`config.mk`:
```
export PLATFORM = sky130hd
export DESIGN_NAME = capture_sequencer
export DESIGN_NICKNAME = d
export VERILOG_FILES = /design/src/rtl/capture_sequencer.sv
export SDC_FILE = /design/constraint.sdc
export NUM_CORES = 1
export LEC_CHECK = 0
export CORE_MARGIN = 2
export CORE_UTILIZATION = 30
export CTS_BUF_LIST = sky130_fd_sc_hd__clkbuf_4
export DETAILED_ROUTE_END_ITERATION = 10
export GPL_TIMING_DRIVEN = 0
export SYNTH_ARGS = -nofsm -noshare
export SYNTH_HDL_FRONTEND = slang
export SYNTH_SLANG_ARGS = --single-unit
```
`constraint.sdc`:
```
create_clock -name clk -period 4.9 [get_ports clk]
set_clock_uncertainty 0.1 [all_clocks]
set_input_delay 1.225 -clock clk [delete_from_list [all_inputs] [get_ports clk]]
set_output_delay 1.225 -clock clk [all_outputs]
set_load 0.1 [all_outputs]
```
`src/rtl/capture_sequencer.sv`:
```
// Purpose: sequences one ADC capture burst into the single-port sample SRAM, then hands the SRAM port to the serial readout.
// Latency: each accepted adc_newdata strobe appears as an SRAM write exactly 1 clk later; ram_full rises 1 clk after the last write.
// Backpressure: none; the writer always owns the SRAM port while busy, and readout collisions are flagged in overrun.
//
// Ports:
//   clk, rst            system clock, asynchronous active-low reset
//   arm, abort          capture request (rising edge), synchronous level abort
//   cap_len             samples to store minus one, latched on accepted arm
//   adc_newdata/data    ADC sample strobe and sample
//   rd_active/rd_addr   serial readout request for the SRAM port
//   adc_en              enable to the ADC host
//   sram_wen/addr/wdata single-port SRAM interface (write or readout address)
//   ram_full, busy      capture complete / capture in progress
//   wr_count            samples stored in current or last burst
//   overrun             sticky: readout attempted while capturing
module capture_sequencer #(
  parameter int ADDR_W  = 16,
  parameter int DATA_W  = 16,
  parameter int DISCARD = 4
) (
  input  logic              clk,
  input  logic              rst,
  input  logic              arm,
  input  logic              abort,
  input  logic [ADDR_W-1:0] cap_len,
  input  logic              adc_newdata,
  input  logic [DATA_W-1:0] adc_data,
  input  logic              rd_active,
  input  logic [ADDR_W-1:0] rd_addr,
  output logic              adc_en,
  output logic              sram_wen,
  output logic [ADDR_W-1:0] sram_addr,
  output logic [DATA_W-1:0] sram_wdata,
  output logic              ram_full,
  output logic              busy,
  output logic [ADDR_W:0]   wr_count,
  output logic              overrun
);

  localparam int DCW = (DISCARD > 1) ? $clog2(DISCARD) : 1;
  localparam logic [DCW-1:0] DLAST = DCW'((DISCARD > 0) ? DISCARD - 1 : 0);

  typedef enum logic [1:0] {IDLE, SETTLE, CAPTURE, FULL} state_t;

  state_t            state;
  logic              arm_q;
  logic              arm_pending;
  logic              wen_q;
  logic [ADDR_W-1:0] len_q;
  logic [ADDR_W-1:0] waddr_q;
  logic [DATA_W-1:0] wdata_q;
  logic [DCW-1:0]    disc_cnt;
  logic [ADDR_W-1:0] wr_ptr;
  logic              arm_edge;
  logic              accept;

  // The write pointer is cleared and advanced together with wr_count, so the
  // low bits of the count are the next write address. The extra count bit
  // lets a full-depth burst report 2^ADDR_W without the address wrapping.
  assign wr_ptr   = wr_count[ADDR_W-1:0];
  assign arm_edge = arm & ~arm_q;
  assign accept   = ((state == IDLE) || (state == FULL)) && !rd_active &&
                    (arm_edge || arm_pending);

  assign busy       = (state == SETTLE) || (state == CAPTURE);
  assign sram_wen   = wen_q;
  assign sram_wdata = wdata_q;

  // Writer owns the port while capturing or while its last write is in flight
  // (that write is presented in the first FULL cycle).
  always_comb begin
    sram_addr = rd_addr;
    if (wen_q)
      sram_addr = waddr_q;
    else if (busy)
      sram_addr = wr_ptr;
  end

  always_ff @(posedge clk or negedge rst) begin
    if (!rst) begin
      state       <= IDLE;
      arm_q       <= 1'b0;
      arm_pending <= 1'b0;
      wen_q       <= 1'b0;
      len_q       <= '0;
      waddr_q     <= '0;
      wdata_q     <= '0;
      disc_cnt    <= '0;
      adc_en      <= 1'b0;
      ram_full    <= 1'b0;
      wr_count    <= '0;
      overrun     <= 1'b0;
    end else begin
      arm_q <= arm;
      wen_q <= 1'b0;
      if (abort) begin
        // Dropping wen_q here suppresses the write a coincident strobe
        // would have scheduled; wr_count is left as the partial count.
        state       <= IDLE;
        adc_en      <= 1'b0;
        ram_full    <= 1'b0;
        arm_pending <= 1'b0;
      end else begin
        if (busy && rd_active)
          overrun <= 1'b1;
        case (state)
          IDLE, FULL: begin
            if (state == FULL)
              ram_full <= 1'b1;
            if (accept) begin
              len_q       <= cap_len;
              wr_count    <= '0;
              overrun     <= 1'b0;
              ram_full    <= 1'b0;
              adc_en      <= 1'b1;
              arm_pending <= 1'b0;
              disc_cnt    <= '0;
              state       <= (DISCARD == 0) ? CAPTURE : SETTLE;
            end else if (arm_edge) begin
              // Only reachable with rd_active high: defer until readout ends.
              arm_pending <= 1'b1;
            end
          end
          SETTLE: begin
            if (adc_newdata) begin
              if (disc_cnt == DLAST)
                state <= CAPTURE;
              else
                disc_cnt <= disc_cnt + 1'b1;
            end
          end
          CAPTURE: begin
            if (adc_newdata) begin
              wen_q    <= 1'b1;
              waddr_q  <= wr_ptr;
              wdata_q  <= adc_data;
              wr_count <= wr_count + 1'b1;
              if (wr_ptr == len_q) begin
                adc_en <= 1'b0;
                state  <= FULL;
              end
            end
          end
          default: state <= IDLE;
        endcase
      end
    end
  end

endmodule

```
# Word level (Yosys, flattened, before mapping)
# Cells that the tools add are included.
# totals
regBits	75
latch_bits	0
mem_bits_rw	0
romBits	0
in_bits	54
out_inout_bits	54
elab_cells	89
n_memories	0
# classes
n_addsub	2
multipliers	0
n_div	0
magnitude_cmp	0
eq_ne	14
shift	0
mux	35
bitwise_logic	3
reduce_logical	23
# op_table
operator	count
$mux W17	2
$pmux W17 S2	1
$mux W16	2
$mux W1	18
$mux W2	9
$add A17 B1 Y17 const B	1
$eq A16 B16 Y1	1
$reduce_and A5 Y1	2
$ne A3 B3 Y1 const B	3
$reduce_bool A3 Y1	3
$ne A2 B2 Y1 const B	4
$reduce_and A4 Y1	2
$eq A2 B2 Y1 const B	3
$ne A3 B2 Y1 const B	2
$pmux W2 S3	1
$reduce_and A3 Y1	2
$reduce_bool A2 Y1	3
$pmux W2 S2	1
$reduce_and A2 Y1	2
$logic_and A1 B1 Y1	3
$logic_or A1 B1 Y1	3
$add A2 B1 Y2 const B	1
$eq A2 B1 Y1 const B	1
$logic_not A2 Y1	1
other kinds (5)	6

# Longest topological paths before layout
# Gate-level depths: netlist of run 1.
# logic_depth
word_depth	7
ltp_mapped	8
depth_no_buf	7

# Worst setup path after synthesis of run 1
# OpenSTA, ideal clock, no wires.
# synth_path
kind	reg-to-output
from	reg state[0]
to	out sram_addr[2]
t_arrival_ps	3775
t_required_ps	3575
setup_slack_ps	-200
stages_incl_launch_ff	7
n_path_buf	2
path_cell_list	dfrtp_1 -> inv_1 -> ha_1 -> clkbuf_1 -> buf_1 -> mux2i_1 -> o21ai_0
# synth_via
elab_chain_cells	4
elab_cells_between_ends	5
cone_classes	2 x eq/ne; 2 x mux; 1 x reduce/logical
# synth_rtl
element	line	text
start, declared	45	state_t state;
start signal, assigned	118	state <= (DISCARD == 0) ? CAPTURE : SETTLE;
$eq A2 B1 Y1 or $eq A2 B2 Y1 (tied branches)	65	assign busy = (state == SETTLE) || (state == CAPTURE);
$logic_or A1 B1 Y1 (*)	65	
$mux W16 (*)	75	else if (busy)
$mux W16 (*)	73	if (wen_q)
end, declared	32	output logic [ADDR_W-1:0] sram_addr,
# Mark *: on every way between the ends. The rest lies on a longest branch, timed or not.

# Final worst setup path of run 1
# layout_path
from	reg state[0]
to	out sram_addr[11]
# Same word-level chain as after synthesis.

==> results of run 1 <==
==> final timing paths <==
path,startpoint,end,slack (ps),cells after the start
max,state[0],sram_addr[11],230,7
min,sram_wdata[5],sram_wdata[5],390,2
max reg2reg,state[0],len_q[10],2330,6
min reg2reg,sram_wdata[5],sram_wdata[5],390,2
max in group asynchronous,rst,waddr_q[0],3480,2
min in group asynchronous,rst,len_q[5],630,1
==> flip-flops by register name, summed over array words and instances, names as in the netlist, 2 cells and up <==
register and count:
wr_count 17, len_q 16, sram_wdata 16, waddr_q 16, disc_cnt 2, state 2
==> placed cells by master (no fill, tap or decap), types with 8 or more instances in the layout <==
cell / synthesis / routed
clkdlybuf4s50_1: 0 / 91
nand2_1: 81 / 81
dfrtp_1: 75 / 75
mux2_2: 30 / 30
mux2i_1: 19 / 19
clkbuf_1: 18 / 18
a21oi_1: 18 / 18
xnor2_1: 18 / 18
o21ai_1: 0 / 14
o21ai_0: 28 / 14
clkbuf_2: 0 / 12
clkbuf_4: 0 / 10
inv_1: 8 / 8
nand4_1: 8 / 8
==> cells by family after synthesis <==
kind of cell / synth area share [%]
flops: 49.6
xor+xnor: 4.17
fa+ha+maj: 1.99
buf+inv: 3.57
simple gates: 15.3
compound gates: 11.4
mux: 14.0
==> final cells by class <==
type                            instances  area, sq um
Clock buffer                           10         75.1
Fill cell                            1271         7300
Timing Repair Buffer                  107         1020
Clock inverter                          6         80.1
Tap cell                              172          215
Multi-Input combinational cell        267         1770
Sequential cell                        75         1880
Buffer                                 23         97.6
Inverter                               10         37.5
==> metrics by stage <==
step	cells	area, sq um
after floorplan	375	3780
after global placement	653	5060
after detailed placement	654	5070
after CTS	670	5210
after global routing	670	5170
final	670	5170
==> routing by layer <==
metal / vias to the layer above / share of wire, % / global-route usage [%]
met5: - / 0 / 0
met4: 0 / 2.1 / 6.19
met3: 16 / 5.5 / 3.84
met2: 98 / 49 / 26.2
met1: 1553 / 44 / 20.3
li1: 1551 / - / -
==> critical path, delay by kind of cell, from the launching register on <==
| kind | cells | cell delay (ps) |
|---|---|---|
| mux | 1 | 160 |
| fa+ha+maj | 1 | 300 |
| compound gates | 1 | 150 |
| flops | 1 | 420 |
| buf+inv | 4 | 1890 |
==> report_power, final <==
part / switching (mW) / internal (mW) / total [mW]
registers: 0.111 / 0.778 / 0.889
clock network: 0.217 / 0.209 / 0.425
logic: 1.26 / 0.443 / 1.71
total: 1.59 / 1.43 / 3.02
==> timing repair <==
action | CTS | global route
hold endpoints to repair | 0 | 0
pin swaps | 0 | 0
resized for setup | 14 | 26
setup endpoints to repair | 14 | 14
==> flow_metrics.env, run 1 <==
export IMPL_p_total_mw=3.02
export IMPL_synth_area_per_cell_sq_um=10.1
export IMPL_cap_violations=0
export IMPL_first_pass_iters=4
export IMPL_start_util_pct=30.3
export IMPL_synth_area_leader_cell="dfrtp_1"
export IMPL_rsz0062_at_grt="false"
export IMPL_synthDistinctLibCells=42
export IMPL_grt_max_degree=41
export IMPL_worst_setup_path_end_kind="output port"
export IMPL_synth_most_common_cell="nand2_1"
export IMPL_clkTransAtPathRegs_ps=130
export IMPL_outcome="complete, no violations"
export IMPL_post_cts_buffers=0
export IMPL_setup_viol=0
export IMPL_drv_slew=0
export IMPL_period_share_pct=95.2
export IMPL_drc=0
export IMPL_synth_edff_count=0
export IMPL_io_pins=108
export IMPL_peakVddDrop_mv=0.307
export IMPL_synth_area_sq_mm=0.00378
export IMPL_cp_cell_sequence="inv_1 -> ha_1 -> clkbuf_1 -> clkbuf_1 -> mux2i_1 -> o21ai_1 -> clkdlybuf4s15_1"
export IMPL_relSlewSlack_pct=32.3
export IMPL_rows=41
export IMPL_clockBufferDepth=2
export IMPL_root_buffer="clkbuf_4"
export IMPL_tightestPinTransition_ps=1010
export IMPL_cts_made_buffers=9
export IMPL_powerDensity_mw_per_mm2=584
export IMPL_period_needed_ps=4670
export IMPL_die_h_um=116
export IMPL_synth_async_sr_flop_share_pct=100
export IMPL_cp_common_cell="clkbuf_1"
export IMPL_finalHoldViolations=0
export IMPL_cp_start_kind="flop"
export IMPL_h_tree_depth=3
export IMPL_hp_class="reg -> reg"
export IMPL_synth_top_area_share_pct=49.6
export IMPL_finish_utilization_pct=41.5
export IMPL_die_area_sq_mm=0.0135
export IMPL_io_buffers=106
export IMPL_gp_congestion=0.842
export IMPL_crit_required_ps=3580
export IMPL_wirelength_um=10300
export IMPL_yosys_warnings=0
export IMPL_fin_ws_ps=233
export IMPL_syn_num_nets=435
export IMPL_overflow=0
export IMPL_first_global_vias=3318
export IMPL_critPathSlowestCell="clkdlybuf4s15_1"
export IMPL_antenna_found_initial=0
export IMPL_diodes=0
export IMPL_ys_top_cells_by_count="nand2_1 (81), dfrtp_1 (75), mux2_2 (30)"
export IMPL_synth_ff_type="dfrtp_1"
export IMPL_max_freq_mhz=214
export IMPL_cts_tree="done"
export IMPL_criticalPathCategory="reg -> out"
export IMPL_slowest_delay_ps=840
export IMPL_synth_area_leaders="dfrtp_1 (50%), mux2_2 (8.9%), nand2_1 (8.0%)"
export IMPL_initialDrtViolationCount=120
export IMPL_fp_dieW_um=116
export IMPL_drive_gt1_share_pct=13.7
export IMPL_synthesis_instances=375
export IMPL_dr_total_vias=3218
export IMPL_dp_hpwl_um=7970
export IMPL_cp_max_fo=10
export IMPL_wl_per_cell_um=15.3
export IMPL_p_leak_nw=2.24
export IMPL_ctsHoldBuffers=0
export IMPL_vias_per_cell=4.80
export IMPL_ys_ff_latch=75
export IMPL_fin_nets=553
export IMPL_cts_sinks=75
export IMPL_area_delta_synth_final_pct=36.7
export IMPL_preCtsSetupSlack_ps=239
export IMPL_worstPathArrival_ps=3340
export IMPL_core_area_sq_mm=0.0125
export IMPL_clk_latency_ps=420
export IMPL_drtAntennaViolNets=0
export IMPL_grt_pass1_wl_um=16600
export IMPL_grt_usage_pct=15.9
export IMPL_fin_tns_setup_ps=0
export IMPL_holdWs_ps=388
export IMPL_yosysSeqAreaShare_pct=49.6
Power figures use the tool's default switching activity.
==> inputs of run 2 (changes only) <==
==> constraint.sdc (replaced) <==
create_clock -name clk -period 6 [get_ports clk]
set_clock_uncertainty 0.1 [all_clocks]
set_input_delay 1.5 -clock clk [delete_from_list [all_inputs] [get_ports clk]]
set_output_delay 1.5 -clock clk [all_outputs]
set_load 0.1 [all_outputs]
==> flow_metrics.env, run 2 (synthesis results as in run 1) <==
export IMPL_worstPathArrival_ps=3820
export IMPL_h_tree_depth=3
export IMPL_p_leak_nw=2.20
export IMPL_finalHoldViolations=0
export IMPL_drv_slew=0
export IMPL_peakVddDrop_mv=0.343
export IMPL_drtAntennaViolNets=0
export IMPL_cp_start_kind="flop"
export IMPL_first_pass_iters=4
export IMPL_rows=41
export IMPL_die_h_um=116
export IMPL_grt_max_degree=45
export IMPL_io_buffers=106
export IMPL_max_freq_mhz=185
export IMPL_fin_tns_setup_ps=0
export IMPL_fin_nets=553
export IMPL_die_area_sq_mm=0.0135
export IMPL_fin_ws_ps=583
export IMPL_slowest_delay_ps=1170
export IMPL_setup_viol=0
export IMPL_dr_total_vias=3207
export IMPL_grt_pass1_wl_um=16600
export IMPL_critPathSlowestCell="clkdlybuf4s50_1"
export IMPL_wirelength_um=10300
export IMPL_worst_setup_path_end_kind="output port"
export IMPL_top_register="wr_count"
export IMPL_gp_congestion=0.806
export IMPL_tightestPinTransition_ps=1010
export IMPL_core_area_sq_mm=0.0125
export IMPL_start_util_pct=30.3
export IMPL_criticalPathCategory="reg -> out"
export IMPL_initialDrtViolationCount=169
export IMPL_path_delay_family="buffers and inverters"
export IMPL_wl_per_cell_um=15.4
export IMPL_cap_violations=0
export IMPL_fp_dieW_um=116
export IMPL_grt_usage_pct=15.8
export IMPL_clockBufferDepth=2
export IMPL_relSlewSlack_pct=32.6
export IMPL_final_cell_mix="clkdlybuf4s50_1 (105), nand2_1 (81), dfrtp_1 (75)"
export IMPL_vias_per_cell=4.79
export IMPL_place_inst=654
export IMPL_period_needed_ps=5420
export IMPL_clk_latency_ps=420
export IMPL_regArea_sq_mm=0.00188
export IMPL_fillers=1247
export IMPL_rsz0062_at_grt="false"
export IMPL_cts_sinks=75
export IMPL_dp_hpwl_um=7750
export IMPL_hp_class="reg -> reg"
export IMPL_worst_path_buf_inv=4
export IMPL_powerDensity_mw_per_mm2=466
export IMPL_clkTransAtPathRegs_ps=130
export IMPL_finish_utilization_pct=41.7
export IMPL_overflow=0
export IMPL_final_common_cell="clkdlybuf4s50_1"
export IMPL_outcome="complete, no violations"
export IMPL_preCtsSetupSlack_ps=1010
export IMPL_diodes=0
export IMPL_cts_made_buffers=9
export IMPL_post_cts_buffers=0
export IMPL_p_total_mw=2.42
export IMPL_final_instance_count_excl_fill=669
export IMPL_antenna_found_initial=0
export IMPL_period_share_pct=90.3
export IMPL_largest_reg_flops=17
export IMPL_area_delta_synth_final_pct=37.5
export IMPL_cp_cell_sequence="inv_1 -> ha_1 -> clkbuf_1 -> buf_1 -> mux2i_1 -> o21ai_0 -> clkdlybuf4s50_1"
export IMPL_first_global_vias=3255
export IMPL_crit_required_ps=4400
export IMPL_ctsResizeCount=0
export IMPL_drc=0
export IMPL_cts_tree="done"
export IMPL_io_pins=108
export IMPL_root_buffer="clkbuf_4"
export IMPL_cp_max_fo=10
export IMPL_ctsHoldBuffers=0
export IMPL_drive_gt1_share_pct=11.5
export IMPL_multiInputGateArea_sq_mm=0.00177
-- run 2: cell count changes in the layout (fill, tap and decap cells not counted), sizes merged --
cell	before	now
bufinv	2	0
clkbuf	40	28
clkdlybuf4s15	2	0
clkdlybuf4s50	91	105
clkinv	5	3
clkinvlp	1	3
inv	8	9
-- run 2: power by group --
part,internal (mW),switching (mW),total (mW)
clock,0.0895,0.186,0.275
combinational,0.390,1.03,1.42
sequential,0.635,0.0921,0.727
total,1.11,1.31,2.42
-- run 2: stage by stage --
stage / cell area [sq um] / hold WS (ps)
global route: 5200 / 409
finish: 5200 / 391
floorplan: 3780 / 350
CTS: 5200 / 397
detailed placement: 5080 / 363
global placement: 5060 / 362
-- run 2: metal layers --
metal / part of all wire [%] / GRT usage [%] / wire length (um)
met2: 47 / 26.0 / 4890
met3: 5.6 / 3.11 / 576
met1: 45 / 21.0 / 4640
met5: 0 / 0 / 0
met4: 1.8 / 5.56 / 183
-- run 2: worst paths after layout --
check | from | endpoint | slack, ps | cells past startpoint
worst min register to register | sram_wdata[13] | sram_wdata[13] | 390 | 2
min in group asynchronous | rst | len_q[5] | 900 | 1
worst max-delay path | state[0] | sram_addr[10] | 580 | 7
max in group asynchronous | rst | wr_count[14] | 4320 | 2
worst max register to register | state[0] | len_q[11] | 3400 | 6
worst min-delay path | sram_wdata[13] | sram_wdata[13] | 390 | 2
-- run 2: worst min-delay path, cell delays in order, from the launching register on --
cell	delay, ps
dfrtp_1	370
nand2_1	50
nand2_1	60
-- run 2: cell type report --
cell class                      instances  share of cell area, %
Sequential cell                        75                   36.1
Multi-Input combinational cell        267                   34.0
Timing Repair Buffer                  107                   20.9
Tap cell                              172                   4.14
Buffer                                 23                   1.88
Clock buffer                           10                   1.44
Clock inverter                          5                  0.770
Inverter                               10                  0.722
